File: src/rtl/seg_pkg.sv
// Shared types and helpers for the multiplexed seven-segment scan controller.
package seg_pkg;

    // Widest display the helpers below can describe; wider displays need a bigger value here.
    localparam int MAX_DIGITS = 16;

    typedef enum logic [1:0] {
        IDLE = 2'd0,
        LOAD = 2'd1,
        SHOW = 2'd2,
        GAP  = 2'd3
    } state_t;

    // Pin level that lights a digit, given the board's enable polarity.
    function automatic logic an_on_lvl(input logic an_low);
        return ~an_low;
    endfunction

    // Pin level that keeps a digit dark, given the board's enable polarity.
    function automatic logic an_off_lvl(input logic an_low);
        return an_low;
    endfunction

    // Leading-zero blank mask: bit k is set when digits k..digits-1 are all zero
    // and k is not the least significant digit. Lanes at or above 'digits' stay 0.
    function automatic logic [MAX_DIGITS-1:0] lz_mask(input logic [4*MAX_DIGITS-1:0] bcd,
                                                      input int                      digits);
        logic [MAX_DIGITS-1:0] mask;
        logic                  zeros_above;
        mask        = '0;
        zeros_above = 1'b1;
        for (int k = MAX_DIGITS - 1; k >= 0; k--) begin
            if (k < digits) begin
                zeros_above = zeros_above & (bcd[4*k +: 4] == 4'd0);
                mask[k]     = zeros_above & (k != 0);
            end
        end
        return mask;
    endfunction

endpackage

File: src/rtl/seg_scan_div.sv
// Slot timer for the scan controller: counts the cycles of one digit slot and
// flags the last SHOW cycle, the last slot cycle and the cycle before it.
module seg_scan_div
    import seg_pkg::*;
#(
    parameter int DIV   = 50000,
    parameter int BLANK = 8
) (
    input  logic clk,
    input  logic rst_n,
    input  logic run,
    output logic show_last,
    output logic slot_last,
    output logic pre_last
);

    localparam int            CW         = (DIV > 1) ? $clog2(DIV) : 1;
    localparam logic [CW-1:0] SHOW_END   = CW'(DIV - BLANK - 1);
    localparam logic [CW-1:0] SLOT_END   = CW'(DIV - 1);
    localparam logic [CW-1:0] SLOT_PRE   = CW'(DIV - 2);

    logic [CW-1:0] cnt_q;
    logic [CW-1:0] cnt_d;

    assign show_last = (cnt_q == SHOW_END);
    assign slot_last = (cnt_q == SLOT_END);
    assign pre_last  = (cnt_q == SLOT_PRE);

    // Count through the slot while scanning, wrap at the slot end, hold at zero otherwise.
    always_comb begin
        cnt_d = '0;
        if (run && !slot_last) begin
            cnt_d = cnt_q + CW'(1);
        end
    end

    // Slot counter register.
    always_ff @(posedge clk or negedge rst_n) begin
        if (!rst_n) begin
            cnt_q <= '0;
        end else begin
            cnt_q <= cnt_d;
        end
    end

endmodule

File: src/rtl/seg_scan_ctrl.sv
// Time-multiplexed digit scanner: snapshots a packed BCD word once per frame,
// then lights one digit at a time with a dark gap between digits, optionally
// suppressing leading zeros. Drives a single external segment decoder.
module seg_scan_ctrl
    import seg_pkg::*;
#(
    parameter int DIGITS = 4,
    parameter int DIV    = 50000,
    parameter int BLANK  = 8,
    parameter int AN_LOW = 1
) (
    input  logic                i_clk,
    input  logic                i_rst,
    input  logic                i_en,
    input  logic                i_lz,
    input  logic [4*DIGITS-1:0] i_bcd,
    input  logic [DIGITS-1:0]   i_dp,
    output logic [3:0]          o_num,
    output logic [DIGITS-1:0]   o_an,
    output logic                o_dp,
    output logic                o_frame
);

    localparam int              IW         = (DIGITS > 1) ? $clog2(DIGITS) : 1;
    localparam logic [IW-1:0]   IDX_LAST   = IW'(DIGITS - 1);
    localparam logic            AN_ON_LVL  = an_on_lvl(AN_LOW != 0);
    localparam logic            AN_OFF_LVL = an_off_lvl(AN_LOW != 0);
    localparam logic [DIGITS-1:0] AN_OFF   = {DIGITS{AN_OFF_LVL}};

    state_t                state_q, state_d;
    logic [IW-1:0]         idx_q, idx_d;
    logic [4*DIGITS-1:0]   snap_bcd_q, snap_bcd_d;
    logic [DIGITS-1:0]     snap_dp_q, snap_dp_d;
    logic                  snap_lz_q, snap_lz_d;
    logic [3:0]            num_q, num_d;
    logic [DIGITS-1:0]     an_q, an_d;
    logic                  dp_q, dp_d;
    logic                  frame_q, frame_d;

    logic                  run;
    logic                  show_last;
    logic                  slot_last;
    logic                  pre_last;

    logic [4*MAX_DIGITS-1:0] bcd_wide;
    logic [MAX_DIGITS-1:0]   mask_w;
    logic [DIGITS-1:0]       blank_d;
    logic [DIGITS-1:0]       onehot_d;
    logic                    lz_mask_unused;

    assign run = (state_q == SHOW) || (state_q == GAP);

    seg_scan_div #(
        .DIV   (DIV),
        .BLANK (BLANK)
    ) u_div (
        .clk       (i_clk),
        .rst_n     (i_rst),
        .run       (run),
        .show_last (show_last),
        .slot_last (slot_last),
        .pre_last  (pre_last)
    );

    // Sequence IDLE -> LOAD -> (SHOW -> GAP) per digit -> LOAD, with enable loss dominating.
    always_comb begin
        state_d    = state_q;
        idx_d      = idx_q;
        snap_bcd_d = snap_bcd_q;
        snap_dp_d  = snap_dp_q;
        snap_lz_d  = snap_lz_q;
        case (state_q)
            IDLE: begin
                idx_d = '0;
                if (i_en) begin
                    state_d = LOAD;
                end
            end
            LOAD: begin
                state_d    = SHOW;
                idx_d      = '0;
                snap_bcd_d = i_bcd;
                snap_dp_d  = i_dp;
                snap_lz_d  = i_lz;
            end
            SHOW: begin
                if (show_last) begin
                    state_d = GAP;
                end
            end
            GAP: begin
                if (slot_last) begin
                    if (idx_q == IDX_LAST) begin
                        state_d = LOAD;
                        idx_d   = '0;
                    end else begin
                        state_d = SHOW;
                        idx_d   = idx_q + IW'(1);
                    end
                end
            end
            default: begin
                state_d = IDLE;
                idx_d   = '0;
            end
        endcase
        if (!i_en) begin
            state_d = IDLE;
            idx_d   = '0;
        end
    end

    // The frame marker lands on the last GAP cycle of the last digit, so it is armed one cycle early.
    always_comb begin
        frame_d = i_en && run && pre_last && (idx_q == IDX_LAST);
    end

    // Upper lanes of the wide blank mask are always zero and are folded into a sink.
    assign lz_mask_unused = ^mask_w;

    // Work out the next enable, nibble and decimal point from the next state and snapshot.
    always_comb begin
        bcd_wide                 = '0;
        bcd_wide[4*DIGITS-1:0]   = snap_bcd_d;
        mask_w                   = lz_mask(bcd_wide, DIGITS);
        blank_d                  = snap_lz_d ? mask_w[DIGITS-1:0] : '0;
        onehot_d                 = '0;
        an_d                     = AN_OFF;
        num_d                    = num_q;
        dp_d                     = 1'b0;
        if (state_d == SHOW) begin
            num_d = snap_bcd_d[4*idx_d +: 4];
            if (!blank_d[idx_d]) begin
                onehot_d[idx_d] = 1'b1;
                dp_d            = snap_dp_d[idx_d];
            end
            for (int k = 0; k < DIGITS; k++) begin
                an_d[k] = onehot_d[k] ? AN_ON_LVL : AN_OFF_LVL;
            end
        end
    end

    // State, snapshot and registered output flops.
    always_ff @(posedge i_clk or negedge i_rst) begin
        if (!i_rst) begin
            state_q    <= IDLE;
            idx_q      <= '0;
            snap_bcd_q <= '0;
            snap_dp_q  <= '0;
            snap_lz_q  <= 1'b0;
            num_q      <= 4'd0;
            an_q       <= AN_OFF;
            dp_q       <= 1'b0;
            frame_q    <= 1'b0;
        end else begin
            state_q    <= state_d;
            idx_q      <= idx_d;
            snap_bcd_q <= snap_bcd_d;
            snap_dp_q  <= snap_dp_d;
            snap_lz_q  <= snap_lz_d;
            num_q      <= num_d;
            an_q       <= an_d;
            dp_q       <= dp_d;
            frame_q    <= frame_d;
        end
    end

    assign o_num   = num_q;
    assign o_an    = an_q;
    assign o_dp    = dp_q;
    assign o_frame = frame_q;

endmodule

File: config.mk
export PLATFORM = sky130hd
export DESIGN_NAME = seg_scan_ctrl
export DESIGN_NICKNAME = d
export VERILOG_FILES = /design/src/rtl/seg_pkg.sv /design/src/rtl/seg_scan_div.sv /design/src/rtl/seg_scan_ctrl.sv
export SDC_FILE = /design/constraint.sdc
export NUM_CORES = 1
export LEC_CHECK = 0
export CORE_ASPECT_RATIO = 1.4
export CORE_MARGIN = 10
export CORE_UTILIZATION = 30
export CTS_BUF_LIST = sky130_fd_sc_hd__clkbuf_4 sky130_fd_sc_hd__clkbuf_8
export DETAILED_ROUTE_END_ITERATION = 7
export RECOVER_POWER = 25
export SLEW_MARGIN = 20
export SYNTH_ARGS = -nofsm -noshare
export SYNTH_HDL_FRONTEND = slang
export SYNTH_SLANG_ARGS = --single-unit
File: constraint.sdc
create_clock -name i_clk -period 3.3 [get_ports i_clk]
set_input_delay 0.66 -clock i_clk [delete_from_list [all_inputs] [get_ports i_clk]]
set_output_delay 0.66 -clock i_clk [all_outputs]
set_load 0.05 [all_outputs]
# Yosys cells after proc, flatten, opt, wreduce, memory -nomap -nowiden

Cells that the tools add are included.

Register bits after elaboration: 51
Input port bits: 24
Output and inout port bits: 10
Word-level logic and storage cells: 66

$add $sub $neg: 2
Magnitude comparators: 2
Eq/ne operators: 8
Shift operators: 1
Muxes and demuxes: 29
Bitwise operators: 2
Reduce and logical (&&, ||, !) cells: 12

Operators by type and width:

| operator                                            | number |
|---|---|
| == test 16 bit, second input constant               | 3 |
| two-way mux 16 bit                                  | 2 |
| two-way mux 4 bit                                   | 5 |
| adder 16 x 1 -> 16 bit, second input constant       | 1 |
| indexed part select 16 x 5 -> 4 bit                 | 1 |
| two-way mux 2 bit                                   | 7 |
| logical NOT 4 bit                                   | 3 |
| two-way mux 1 bit                                   | 10 |
| == test 2 bit, second input constant                | 4 |
| case mux 2 bit (4 select lines)                     | 1 |
| logical AND 1 bit                                   | 5 |
| binary-select mux 1 bit (select 2 bit)              | 2 |
| case mux 2 bit (2 select lines)                     | 1 |
| < comparator 2 x 3 -> 1 bit, second input constant  | 1 |
| adder 2 x 1 -> 2 bit, second input constant         | 1 |
| AND 1 bit                                           | 2 |
| demux 1 bit (select 2 bit)                          | 1 |
| == test 2 x 1 -> 1 bit, second input constant       | 1 |
| >= comparator 2 x 1 -> 1 bit, second input constant | 1 |
| logical NOT 2 bit                                   | 1 |
| OR reduction 2 bit                                  | 1 |
| logical NOT 1 bit                                   | 1 |
| logical OR 1 bit                                    | 1 |

# Depth between registers and ports, before layout

Gate-level depths: netlist (run 1).

Depth in word-level cells: 13
Mapped depth: 8
Mapped depth without buffers: 7

# Modules after synthesis

Synthesis (run 1) repeated with hierarchy kept, for this count alone.

Cells, all modules: 265
Area total of the unflattened synthesis: 2,517.4 um^2

Modules (own cells, without submodules):

| module        | instances | cells each | area an instance (um^2) |
|---|---|---|---|
| seg_scan_ctrl | 1         | 178        | 1,692.9 |
| seg_scan_div  | 1         | 87         | 824.5 |

# Least setup slack after synthesis (run 1)

Ideal clock, no wire load.

Path type: register -> register
Start point: register u_div.cnt_q[11]
End point: register num_q[1] (netlist: o_num[1])
Library setup time: 0.125 ns
Data arrival time: 2.473 ns
Required time: 3.175 ns
Slack: 0.702 ns
Stages on the path, launching flop included: 7
Period minus slack after synthesis: 2.598 ns
Cell sequence: dfrtp_1 > or4b_4 > nor4_4 > mux2i_2 > mux2i_1 > o21ai_0 > mux2_2

Cells in the longest elaborated chain, start to end: 5
Elaborated cells between the ends (all ways): 11
Those cells by class: eq/ne (3); shift (1); mux (7)

Ends and longest elaborated chain:

| item                                                                               | line                                       | RTL |
|---|---|---|
| from (decl)                                                                        | seg_scan_div.sv:22                         | `logic [CW-1:0] cnt_q;` |
| from (signal assigned)                                                             | seg_scan_div.sv:42                         | `cnt_q <= cnt_d;` |
| == test 16 bit (on tied branches)                                                  | seg_scan_div.sv:26, seg_scan_div.sv:25     |  |
| two-way mux 2 bit (on tied branches)                                               | seg_scan_ctrl.sv:92, seg_scan_ctrl.sv:87   |  |
| case mux 2 bit (2 select lines) or case mux 2 bit (4 select lines) (tied branches) | seg_scan_ctrl.sv:72                        | `case (state_q)` |
| two-way mux 2 bit                                                                  | seg_scan_ctrl.sv:107                       | `if (!i_en) begin` |
| indexed part select 16 x 5 -> 4 bit or == test 2 bit (tied branches)               | seg_scan_ctrl.sv:132, seg_scan_ctrl.sv:131 |  |
| to (signal assigned)                                                               | seg_scan_ctrl.sv:161                       | `num_q <= num_d;` |
| to (decl)                                                                          | seg_scan_ctrl.sv:35                        | `logic [3:0] num_q, num_d;` |

Parallel ways exist; a longest one is shown, timed or not.
A chain may end at the register's enable or synchronous reset.

# Worst setup path in the final report (run 1)

Start point: register u_div.cnt_q[11]
End point: register an_q[1] (netlist: o_an[1])

Cells in the longest elaborated chain, start to end: 12
Elaborated cells between the ends (all ways): 21
Those cells by class: order compare (2); eq/ne (3); mux (15); reduce/logical (1)

Ends and longest elaborated chain:

| item                                                                                              | line                 | RTL |
|---|---|---|
| == test 16 bit                                                                                    | seg_scan_div.sv:26   | `assign slot_last = (cnt_q == SLOT_END);` |
| two-way mux 2 bit                                                                                 | seg_scan_ctrl.sv:92  | `if (slot_last) begin` |
| case mux 2 bit (2 select lines)                                                                   | seg_scan_ctrl.sv:72  |  |
| two-way mux 2 bit                                                                                 | seg_scan_ctrl.sv:107 |  |
| < comparator 2 x 3 -> 1 bit (not written as such) or >= comparator 2 x 1 -> 1 bit (tied branches) | seg_scan_ctrl.sv:134 | `onehot_d[idx_d] = 1'b1;` |
| logical AND 1 bit (not written as such)                                                           | seg_scan_ctrl.sv:134 |  |
| two-way mux 1 bit (not written as such)                                                           | seg_scan_ctrl.sv:134 |  |
| demux 1 bit (select 2 bit)                                                                        | seg_scan_ctrl.sv:134 |  |
| two-way mux 4 bit                                                                                 | seg_scan_ctrl.sv:133 | `if (!blank_d[idx_d]) begin` |
| two-way mux 4 bit                                                                                 | seg_scan_ctrl.sv:131 | `if (state_d == SHOW) begin` |
| two-way mux 1 bit                                                                                 | seg_scan_ctrl.sv:138 | `an_d[k] = onehot_d[k] ? AN_ON_LVL : AN_OFF_LVL;` |
| two-way mux 4 bit *                                                                               | seg_scan_ctrl.sv:131 |  |
| via an_d[1]                                                                                       | seg_scan_ctrl.sv:36  | `logic [DIGITS-1:0] an_q, an_d;` |
| to (signal assigned)                                                                              | seg_scan_ctrl.sv:162 | `an_q <= an_d;` |
| to (decl)                                                                                         | seg_scan_ctrl.sv:36  |  |

The timed path passes the listed nets; every way through them passes the cells marked *. The select of a mux whose other input is x is not followed.

==> reports/metrics.cfg, run 1 <==
[outcome]
status = finished, final reports clean

[clock_tree]
cts_tree = yes
numCtsBuffers = 5
clk_latency_ps = 310
cts_sinks = 51
clock-root-buffer = clkbuf_8
post_cts_buffers = 0
clk_pin_slew_ps = 100
cts_hold_buf = 0
cts_buffer_depth = 2
post_cts_resized = 0
htree_levels = 2

[placed_design]
gp_congestion = 0.810
io_buffers = 33
post-place-ws_ps = 549
dp_hpwl_mm = 4.84

[critical_path]
cpLargestDelayFamily = simple AND/OR/NAND/NOR gates
r2r-start = u_div.cnt_q[11]
cp.depth = 6
worstPathCellList = or4b_4, nor4_4, buf_4, mux2i_1, nand2_1, or3_1
critPathLaunchType = flop
crit_path_end_kind = flop
reg2regPathDepth = 6
critPathSlowestCell = or4b_4
cp-startpoint = u_div.cnt_q[11]
arrival_ps = 2990
crit_fanout = 13
crit_required_ps = 3530
path_class = flop to flop
cp_num_buf_inv = 1
slowest_delay_ps = 580

[pwr]
p_seq_frac = 0.478
ir_drop_uv = 275
p_per_area_mw_per_mm2 = 525
p_leak_nw = 1.24
p_sw_frac = 0.325
internal_power_mw = 1.13
power.share.combinational = 0.280
clockPowerShare = 0.242
p_sw_mw = 0.545

[route]
drtPass1Iterations = 4
totalWireLength_mm = 6.24
via_per_inst = 5.11
detail-route-antenna-nets = 0
vias = 2007
drc = 0
drt-initial-drc-count = 102
post_drt_wl_per_cell_um = 15.9

[grt]
grtUsageTotal = 0.0976
grt_pass1_vias = 2017
grt_pass1_wl_mm = 10.1
grt-ovfl-total = 0
grt_max_degree = 28
antenna_found_initial = 0

[min_path]
holdCritPathClass = flop to flop
hp-start = snap_dp_q[2]
whs_path_depth = 1

[job]
max-cap-violations = 0

[floorplanning]
die_y_um = 131
coreArea_mm2 = 0.00861
ios = 34
start_util = 0.307
die_x_um = 99.3
row_count = 40
die_area_mm2 = 0.0130

[logic_synthesis]
ys_types = 48
yosys_warnings = 0
synth_edf_count = 0
yosys.area.top_type = dfrtp_1
yosysMostFrequentCell = dfrtp_1
synth_top_area_frac = 0.445
synth_async_sr_flop_share = 1.00
ys_top_cells_by_area = dfrtp_1 45%, mux2_2 7.7%, mux2i_1 5.3%
ys_ff_latch = 51
synth_seq_area_share = 0.485
syn_inst = 252
avgSynthCellArea_um2 = 10.5
synth_commonest_cells = 47 x dfrtp_1, 30 x nor2_1, 18 x mux2_2, 16 x nand2_1, 14 x mux2i_1
synth.cell_area_mm2 = 0.00264
synthFlopType = dfrtp_1
synth_fp_nets = 280

[sta]
fin_crit_sh = 0.837
tns_ps = 0
hold_violations = 0
maxSlewHeadroom = 0.0110
report.final.slew_viol_count = 0
layout_setup_ws_ps = 538
fmax_mhz = 362
setup_violations = 0
holdWs_ps = 506
worst_pin_slew_ps = 1480
fin_skew_ps = 12.1
grt_setup_unrepaired = false
fin_crit_ps = 2760

[final_layout]
layout.nets = 315
num-fill-cells = 877
antennaDiodeCount = 0
area_growth_pct = 21.1
drive_gt1_frac = 0.149

## cell type report
type                            count  area (um2)  area share
Tap cell                          105         131      0.0411
Multi-Input combinational cell    181        1290       0.402
Timing Repair Buffer               38         358       0.112
Clock buffer                        7        96.3      0.0301
Clock inverter                      1        7.51     0.00235
Inverter                           10        37.5      0.0117
Sequential cell                    51        1280       0.400
## stage by stage
stage	instance area (um2)	total power [mW]	util	cells
CTS	3200	1.70	0.372	393
floorplan	2640	1.11	-	252
global placement	3100	1.28	0.360	385
detailed placement	3100	1.29	0.360	385
finish	3200	1.68	0.372	393
global route	3200	1.77	0.372	393
## sequential cells by signal (all words and copies together) (netlist names)
register and cells:
snap_bcd_q 16, o_num 4, u_div.cnt_q 16, o_frame 1
o_an 4, state_q 2, snap_dp_q 4, snap_lz_q 1
idx_q 2, o_dp 1
## power by group through the flow
| stage | registers [mW] | logic, mW | clock network [mW] |
|---|---|---|---|
| after detailed placement | 0.815 | 0.475 | 0 |
| final | 0.802 | 0.470 | 0.407 |
| after global placement | 0.811 | 0.469 | 0 |
| after global routing | 0.817 | 0.508 | 0.443 |
| after CTS | 0.803 | 0.476 | 0.421 |
| after floorplan | 0.877 | 0.234 | 0 |
## final timing paths
path,endpoint,slack (ps)
setup / recovery,o_an[1],540
hold / removal,snap_dp_q[2],510
setup reg to reg,o_an[1],540
hold reg to reg,snap_dp_q[2],510
max in group asynchronous,snap_bcd_q[7],690
min in group asynchronous,u_div.cnt_q[5],620
## per-layer routing
layer / part of all wire / vias to the layer above / routed length, um / global-route usage
li1: - / 965 / - / -
met5: 0 / - / 0 / 0
met3: 0.029 / 10 / 180 / 0.0215
met1: 0.43 / 1004 / 2670 / 0.106
met4: 0.022 / 0 / 135 / 0.0431
met2: 0.52 / 28 / 3260 / 0.177
## cell families (layout without fill, tap and decap cells)
logic type | Yosys count | count (layout) | share of synthesized area
buffers and inverters | 20 | 56 | 0.0289
adders and majority gates | 4 | 4 | 0.0189
muxes | 33 | 33 | 0.135
xor gates and xnor gates | 10 | 10 | 0.0331
DFF | 51 | 51 | 0.485
and+or+nand+nor | 95 | 95 | 0.197
AOI/OAI and AO/OA | 39 | 39 | 0.103
## placed cells by master, fill, tap and decap left out, drive strengths merged, types with 2 or more instances in the layout
| cell | netlist | layout |
|---|---|---|
| nand2 | 17 | 17 |
| xor2 | 7 | 7 |
| a211oi | 3 | 3 |
| xnor2 | 3 | 3 |
| nand2b | 7 | 7 |
| nor4 | 7 | 7 |
| or3 | 7 | 7 |
| inv | 10 | 10 |
| nand4 | 4 | 4 |
| dfrtp | 47 | 47 |
| dfstp | 4 | 4 |
| or4b | 3 | 3 |
| and3b | 2 | 2 |
| ha | 4 | 4 |
| nor3 | 2 | 2 |
| nand3 | 6 | 6 |
| clkdlybuf4s50 | 0 | 32 |
| and3 | 3 | 3 |
| o31a | 3 | 3 |
| mux2 | 18 | 18 |
| buf | 2 | 4 |
| a21oi | 13 | 13 |
| o21ai | 8 | 8 |
| o22ai | 2 | 2 |
| clkbuf | 8 | 9 |
| nor2 | 30 | 30 |
| nand4b | 2 | 2 |
| mux2i | 15 | 15 |
(Power assumes the default switching activity.)
==> inputs of run 2 (changes only) <==
==> constraint.sdc (replaced) <==
create_clock -name i_clk -period 2.3 [get_ports i_clk]
set_input_delay 0.46 -clock i_clk [delete_from_list [all_inputs] [get_ports i_clk]]
set_output_delay 0.46 -clock i_clk [all_outputs]
set_load 0.05 [all_outputs]
==> reports/metrics.cfg, run 2 (synthesis gave the netlist of run 1 again) <==
[sta]
report.final.slew_viol_count = 33  ; +33
worst_pin_slew_ps = 1690  ; +210 ps
layout_setup_ws_ps = -138  ; -676 ps
fin_crit_sh = 1.06  ; +0.223
fmax_mhz = 410  ; +13%
maxSlewHeadroom = -0.129  ; -0.140
hold_violations = 0  ; unchanged
fin_skew_ps = 12.0  ; -0.0999 ps
tns_ps = -586  ; -586 ps
grt_setup_unrepaired = true
setup_violations = 6  ; +6
fin_crit_ps = 2440  ; -324 ps

[floorplanning]
row_count = 40  ; unchanged
start_util = 0.307  ; unchanged
die_x_um = 99.3  ; unchanged
die_y_um = 131  ; unchanged
die_area_mm2 = 0.0130  ; unchanged
coreArea_mm2 = 0.00861  ; unchanged
ios = 34  ; unchanged

[outcome]
status = finished, violations left
violations = capacitance limit, slew limit, setup timing

[clock_tree]
numCtsBuffers = 5  ; unchanged
cts_buffer_depth = 2  ; unchanged
cts_tree = yes
clock-root-buffer = clkbuf_8
cts_sinks = 51  ; unchanged
htree_levels = 2  ; unchanged
clk_latency_ps = 310  ; about the same
clk_pin_slew_ps = 100  ; about the same

[critical_path]
cp_num_buf_inv = 0  ; -1
critPathLaunchType = flop
slowest_delay_ps = 570  ; about the same
crit_required_ps = 2500  ; -1030 ps
cpLargestDelayFamily = simple AND/OR/NAND/NOR gates
arrival_ps = 2640  ; -350 ps
crit_fanout = 5  ; -8
path_class = flop to flop
worstPathCellList = or4b_4, nor4_4, mux2i_4, mux2i_1, o21ai_1, mux2_2
crit_path_end_kind = flop
critPathSlowestCell = or4b_4

[placed_design]
dp_hpwl_mm = 5.10  ; +5.2%
io_buffers = 33  ; unchanged
gp_congestion = 0.827  ; +2.2%

[final_layout]
final_cell_mix = 47 x dfrtp_1, 34 x buf_4, 32 x clkdlybuf4s50_1
reg_top3 = snap_bcd_q (16), u_div.cnt_q (16)
seqCellArea_mm2 = 0.00128  ; unchanged
area_growth_pct = 31.3
multi_input_area_mm2 = 0.00130  ; +1.2%
antennaDiodeCount = 0  ; unchanged
fin_util = 0.403  ; +0.0314
num-fill-cells = 845  ; -3.6%
layout_commonest_cell = dfrtp_1
drive_gt1_frac = 0.236  ; +0.0865
layout.nets = 346  ; +9.8%

[grt]
grtUsageTotal = 0.100  ; +0.00244
grt-ovfl-total = 0  ; unchanged
antenna_found_initial = 0  ; unchanged
grt_pass1_vias = 2273  ; +13%
grt_max_degree = 33  ; +18%
grt_pass1_wl_mm = 10.7  ; +5.3%

[route]
via_per_inst = 4.94  ; -3.2%
totalWireLength_mm = 6.44  ; +3.1%
post_drt_wl_per_cell_um = 15.2  ; -4.2%
drc = 0  ; unchanged
drtPass1Iterations = 4  ; unchanged
detail-route-antenna-nets = 0  ; unchanged
vias = 2090  ; +4.1%
drt-initial-drc-count = 89  ; -13%

[pwr]
p_per_area_mw_per_mm2 = 713  ; +36%
p_leak_nw = 1.41  ; +14%
ir_drop_uv = 229  ; -17%

[min_path]
holdCritPathClass = flop to flop

[job]
max-cap-violations = 1  ; +1

## run 2: changes by cell type in the layout (fill, tap and decap cells not counted), sizes merged
cell / previous run / this run
buf: 4 / 36
bufinv: 0 / 1
clkbuf: 9 / 6
## run 2: through the flow
step / instances / total power, mW / worst slack [ps] / cell area, um2 / hold slack (ps)
floorplan: 252 / 1.59 / -198 / 2650 / 164
global placement: 413 / 1.88 / -134 / 3330 / 483
detailed placement: 413 / 1.89 / -182 / 3330 / 489
CTS: 423 / 2.51 / -155 / 3460 / 227
global route: 423 / 2.61 / -246 / 3470 / 517
finish: 423 / 2.48 / -138 / 3470 / 506
## run 2: worst register-to-register path: cells and delay by family, from the launching register on
kind	cells	cell delay [ps]
and+or+nand+nor	2	970
muxes	3	890
DFF	1	390
AOI/OAI and AO/OA	1	100
## run 2: path summary, 6_finish.rpt
check                                startpoint            to  slack [ps]  cells after the start
worst max-delay path            u_div.cnt_q[10]      o_num[1]        -140                      6
worst min-delay path               snap_dp_q[0]  snap_dp_q[0]         510                      1
worst max register to register  u_div.cnt_q[10]      o_num[1]        -140                      6
worst min register to register     snap_dp_q[0]  snap_dp_q[0]         510                      1
max in group asynchronous                 i_rst      o_num[0]         730                      1
min in group asynchronous                 i_rst      o_num[1]         580                      1
## run 2: timing repair
item / 4_1_cts / 5_1_grt
setup buffers: 3 / 0
hold endpoints to repair: 0 / 0
hold buffers: 0 / 0
endpoints found under the setup margin: 7 / 8
pin swaps: 4 / 0
gates resized for setup: 2 / 1
## run 2: cell type report
class | instances | area share
multi-input cells | 181 | 0.375
flip-flops and latches | 51 | 0.369
repair buffers | 69 | 0.176
well taps | 105 | 0.0379
clock buffers | 5 | 0.0198
clock inverters | 2 | 0.0108
inverters | 10 | 0.0108
## run 2: per-layer routing
metal  share of wire  track usage  up-vias
met1            0.38       0.0977     1015
met3           0.041       0.0231        9
met2            0.57        0.199       38
met4           0.017       0.0330        0
met5               0            0        -
li1                -            -     1028
## run 2: power by group
| group | switching, mW | internal, mW |
|---|---|---|
| Combinational | 0.400 | 0.322 |
| Clock | 0.294 | 0.318 |
| Sequential | 0.0846 | 1.06 |
| Total | 0.779 | 1.70 |
==> inputs of run 3 (changes only) <==
--- a/config.mk
+++ b/config.mk
@@ -10,8 +10,10 @@
 export CORE_UTILIZATION = 30
 export CTS_BUF_LIST = sky130_fd_sc_hd__clkbuf_4 sky130_fd_sc_hd__clkbuf_8
 export DETAILED_ROUTE_END_ITERATION = 7
+export GPL_ROUTABILITY_DRIVEN = 0
 export RECOVER_POWER = 25
 export SLEW_MARGIN = 20
 export SYNTH_ARGS = -nofsm -noshare
 export SYNTH_HDL_FRONTEND = slang
+export SYNTH_HIERARCHICAL = 1
 export SYNTH_SLANG_ARGS = --single-unit
==> reports/metrics.cfg, run 3 <==
[placed_design]
dp_hpwl_mm = 4.49  ; -12%
io_buffers = 33  ; unchanged
placed_area_mm2 = 0.00305  ; -8.4%

[clock_tree]
clk_pin_slew_ps = 100  ; about the same
clk_latency_ps = 310  ; about the same
htree_levels = 2  ; unchanged
cts_hold_buf = 0  ; unchanged
numCtsBuffers = 5  ; unchanged
cts_sinks = 51  ; unchanged
post_cts_buffers = 0  ; -3
cts_buffer_depth = 2  ; unchanged
cts_tree = yes
clock-root-buffer = clkbuf_8

[route]
drc = 0  ; unchanged
drtPass1Iterations = 4  ; unchanged
vias = 1964  ; -6.0%
detail-route-antenna-nets = 0  ; unchanged
post_drt_wl_per_cell_um = 14.0  ; -8.1%
via_per_inst = 4.72  ; -4.4%
totalWireLength_mm = 5.82  ; -9.6%
drt-initial-drc-count = 77  ; -13%

[floorplanning]
die_y_um = 128  ; -2.0%
die_x_um = 97.4  ; -1.9%
die_area_mm2 = 0.0125  ; -3.9%
start_util = 0.307  ; about the same
row_count = 39  ; -2.5%
ios = 34  ; unchanged
coreArea_mm2 = 0.00820  ; -4.8%

[pwr]
p_per_area_mw_per_mm2 = 747  ; +4.7%
ir_drop_uv = 507  ; +120%
p_leak_nw = 1.39  ; -1.0%

[critical_path]
arrival_ps = 2330  ; -310 ps
crit_path_end_kind = flop
crit_fanout = 3  ; -2
crit_required_ps = 2500  ; about the same
slowest_delay_ps = 400  ; -170 ps
path_class = flop to flop
critPathSlowestCell = dfrtp_1
r2r_slack_ps = 170  ; +310 ps
critPathLaunchType = flop
cp_num_buf_inv = 1  ; +1
cpLargestDelayFamily = simple AND/OR/NAND/NOR gates
worstPathCellList = nor4_2, nand3_2, buf_4, nor3_1, nor2b_1, o211ai_1, nor2_1, a221o_1

[logic_synthesis]
avgSynthCellArea_um2 = 9.50  ; -9.4%
synth_fp_nets = 292  ; +4.3%
synth_seq_area_share = 0.509  ; +0.0241
ys_types = 46  ; -4.2%
synthFlopType = dfrtp_1
ys_top_cells_by_area = dfrtp_1 47%, nand2_1 10%, dfstp_2 4.2%
yosys.area.top_type = dfrtp_1
synth_commonest_cells = 67 x nand2_1, 47 x dfrtp_1, 26 x nor2_1, 10 x nand3_1, 9 x xnor2_1
synth.cell_area_mm2 = 0.00252  ; -4.7%
synth_top_area_frac = 0.467  ; +0.0221
synth_async_sr_flop_share = 1.00  ; unchanged
ys_ff_latch = 51  ; unchanged
synth_edf_count = 0  ; unchanged
syn_inst = 265  ; +5.2%
yosysMostFrequentCell = nand2_1
yosys_warnings = 6  ; +6

[grt]
grtUsageTotal = 0.0921  ; -0.00794
grtUsageMet2 = 0.172  ; -0.0270
grt_pass1_wl_mm = 9.68  ; -9.3%
grt_busiest_layer = met2
grt_max_degree = 52  ; +58%
grt-ovfl-total = 0  ; unchanged
grt_pass1_vias = 2023  ; -11%
antenna_found_initial = 0  ; unchanged
use_met3 = 0.0220  ; -0.00112
grt.met1_usage = 0.101  ; +0.00283

[sta]
hold_violations = 0  ; unchanged
fin_skew_ps = 14.0  ; +1.94 ps
fin_crit_sh = 0.927  ; -0.133
tns_ps = 0  ; +586 ps
worst_pin_slew_ps = 1280  ; -417 ps
report.final.slew_viol_count = 0  ; -100%
maxSlewHeadroom = 0.150  ; +0.278
fmax_mhz = 469  ; +14%
fin_crit_ps = 2130  ; -307 ps
setup_violations = 0  ; -6

[outcome]
status = finished, final reports clean

[final_layout]
multi_input_area_mm2 = 0.00116  ; -11%
reg_top3 = snap_bcd_q (16), u_div/cnt_q (16)
layout.nets = 340  ; -1.7%
drive_gt1_frac = 0.169  ; -0.0671
area_growth_pct = 26.8
stdcell_area_mm2 = 0.00319  ; -8.0%
fin_util = 0.389  ; -0.0136
layout_commonest_cell = nand2_1
final_cell_mix = 67 x nand2_1, 47 x dfrtp_1, 32 x clkdlybuf4s50_1
antennaDiodeCount = 0  ; unchanged
num-fill-cells = 838  ; -0.83%
seqCellArea_mm2 = 0.00128  ; unchanged

[min_path]
holdCritPathClass = flop to flop

[job]
max-cap-violations = 0  ; -1

==> run 3: cell types whose count changed in the layout (fill, tap and decap cells not counted), moves of 5 or more <==
cell / change
nand2b_1: -6
nand2_1: +51
mux2i_1: -10
a21oi_1: -7
or3_1: -5
nor2_1: -5
buf_4: -15
xnor2_1: +6
mux2_2: -11
a31oi_1: +5
==> run 3: cell families after synthesis <==
kind of cell | after synthesis | share of synthesized area
xor gates and xnor gates | 12 | 0.0418
AOI/OAI and AO/OA | 31 | 0.0885
muxes | 12 | 0.0532
adders and majority gates | 3 | 0.0149
buffers and inverters | 20 | 0.0393
DFF | 51 | 0.509
and+or+nand+nor | 136 | 0.253
==> run 3: per-layer routing <==
layer,wire (um),part of all wire
met3,169,0.029
met5,0,0
met1,2360,0.40
met4,53,0.0091
met2,3240,0.56
==> run 3: layout make-up <==
cell class                      instances  area share
Clock buffer                            6      0.0259
Clock inverter                          2      0.0110
Inverter                                8     0.00940
Multi-Input combinational cell        194       0.364
Sequential cell                        51       0.401
Tap cell                              102      0.0400
Timing Repair Buffer                   53       0.148
==> run 3: tightest hold or removal path, stage by stage (launching register included) <==
cell and delay [ps]:
dfrtp_1 350, nand2_1 50, nand2_1 50
==> run 3: power breakdown <==
group	switching (mW)	internal, mW	leakage, nW	total (mW)
clock	0.301	0.353	0.0612	0.653
sequential	0.101	1.05	0.647	1.15
combinational	0.335	0.247	0.685	0.582
total	0.737	1.65	1.39	2.38
==> run 3: timing repair <==
item,CTS,global route
pin swaps,0,3
endpoints found under the setup margin,1,9
cloned,0,0
gates resized for setup,1,5
==> run 3: worst paths after layout <==
kind                                start               to  cells after the start
setup reg to reg           u_div/cnt_q[4]         o_num[1]                      8
hold / removal                  snap_lz_q        snap_lz_q                      2
setup / recovery           u_div/cnt_q[4]         o_num[1]                      8
min in group asynchronous           i_rst          o_frame                      2
hold reg to reg                 snap_lz_q        snap_lz_q                      2
max in group asynchronous           i_rst  u_div/cnt_q[15]                      2
==> run 3: through the flow <==
step                hold slack, ps  worst slack [ps]  std cells  total power [mW]
CTS                            280              51.2        416              2.42
global placement               454              96.0        408              1.75
global route                   510             -5.26        416              2.51
detailed placement             464             -36.1        408              1.76
floorplan                      164              81.6        265              1.53
finish                         481               169        416              2.38
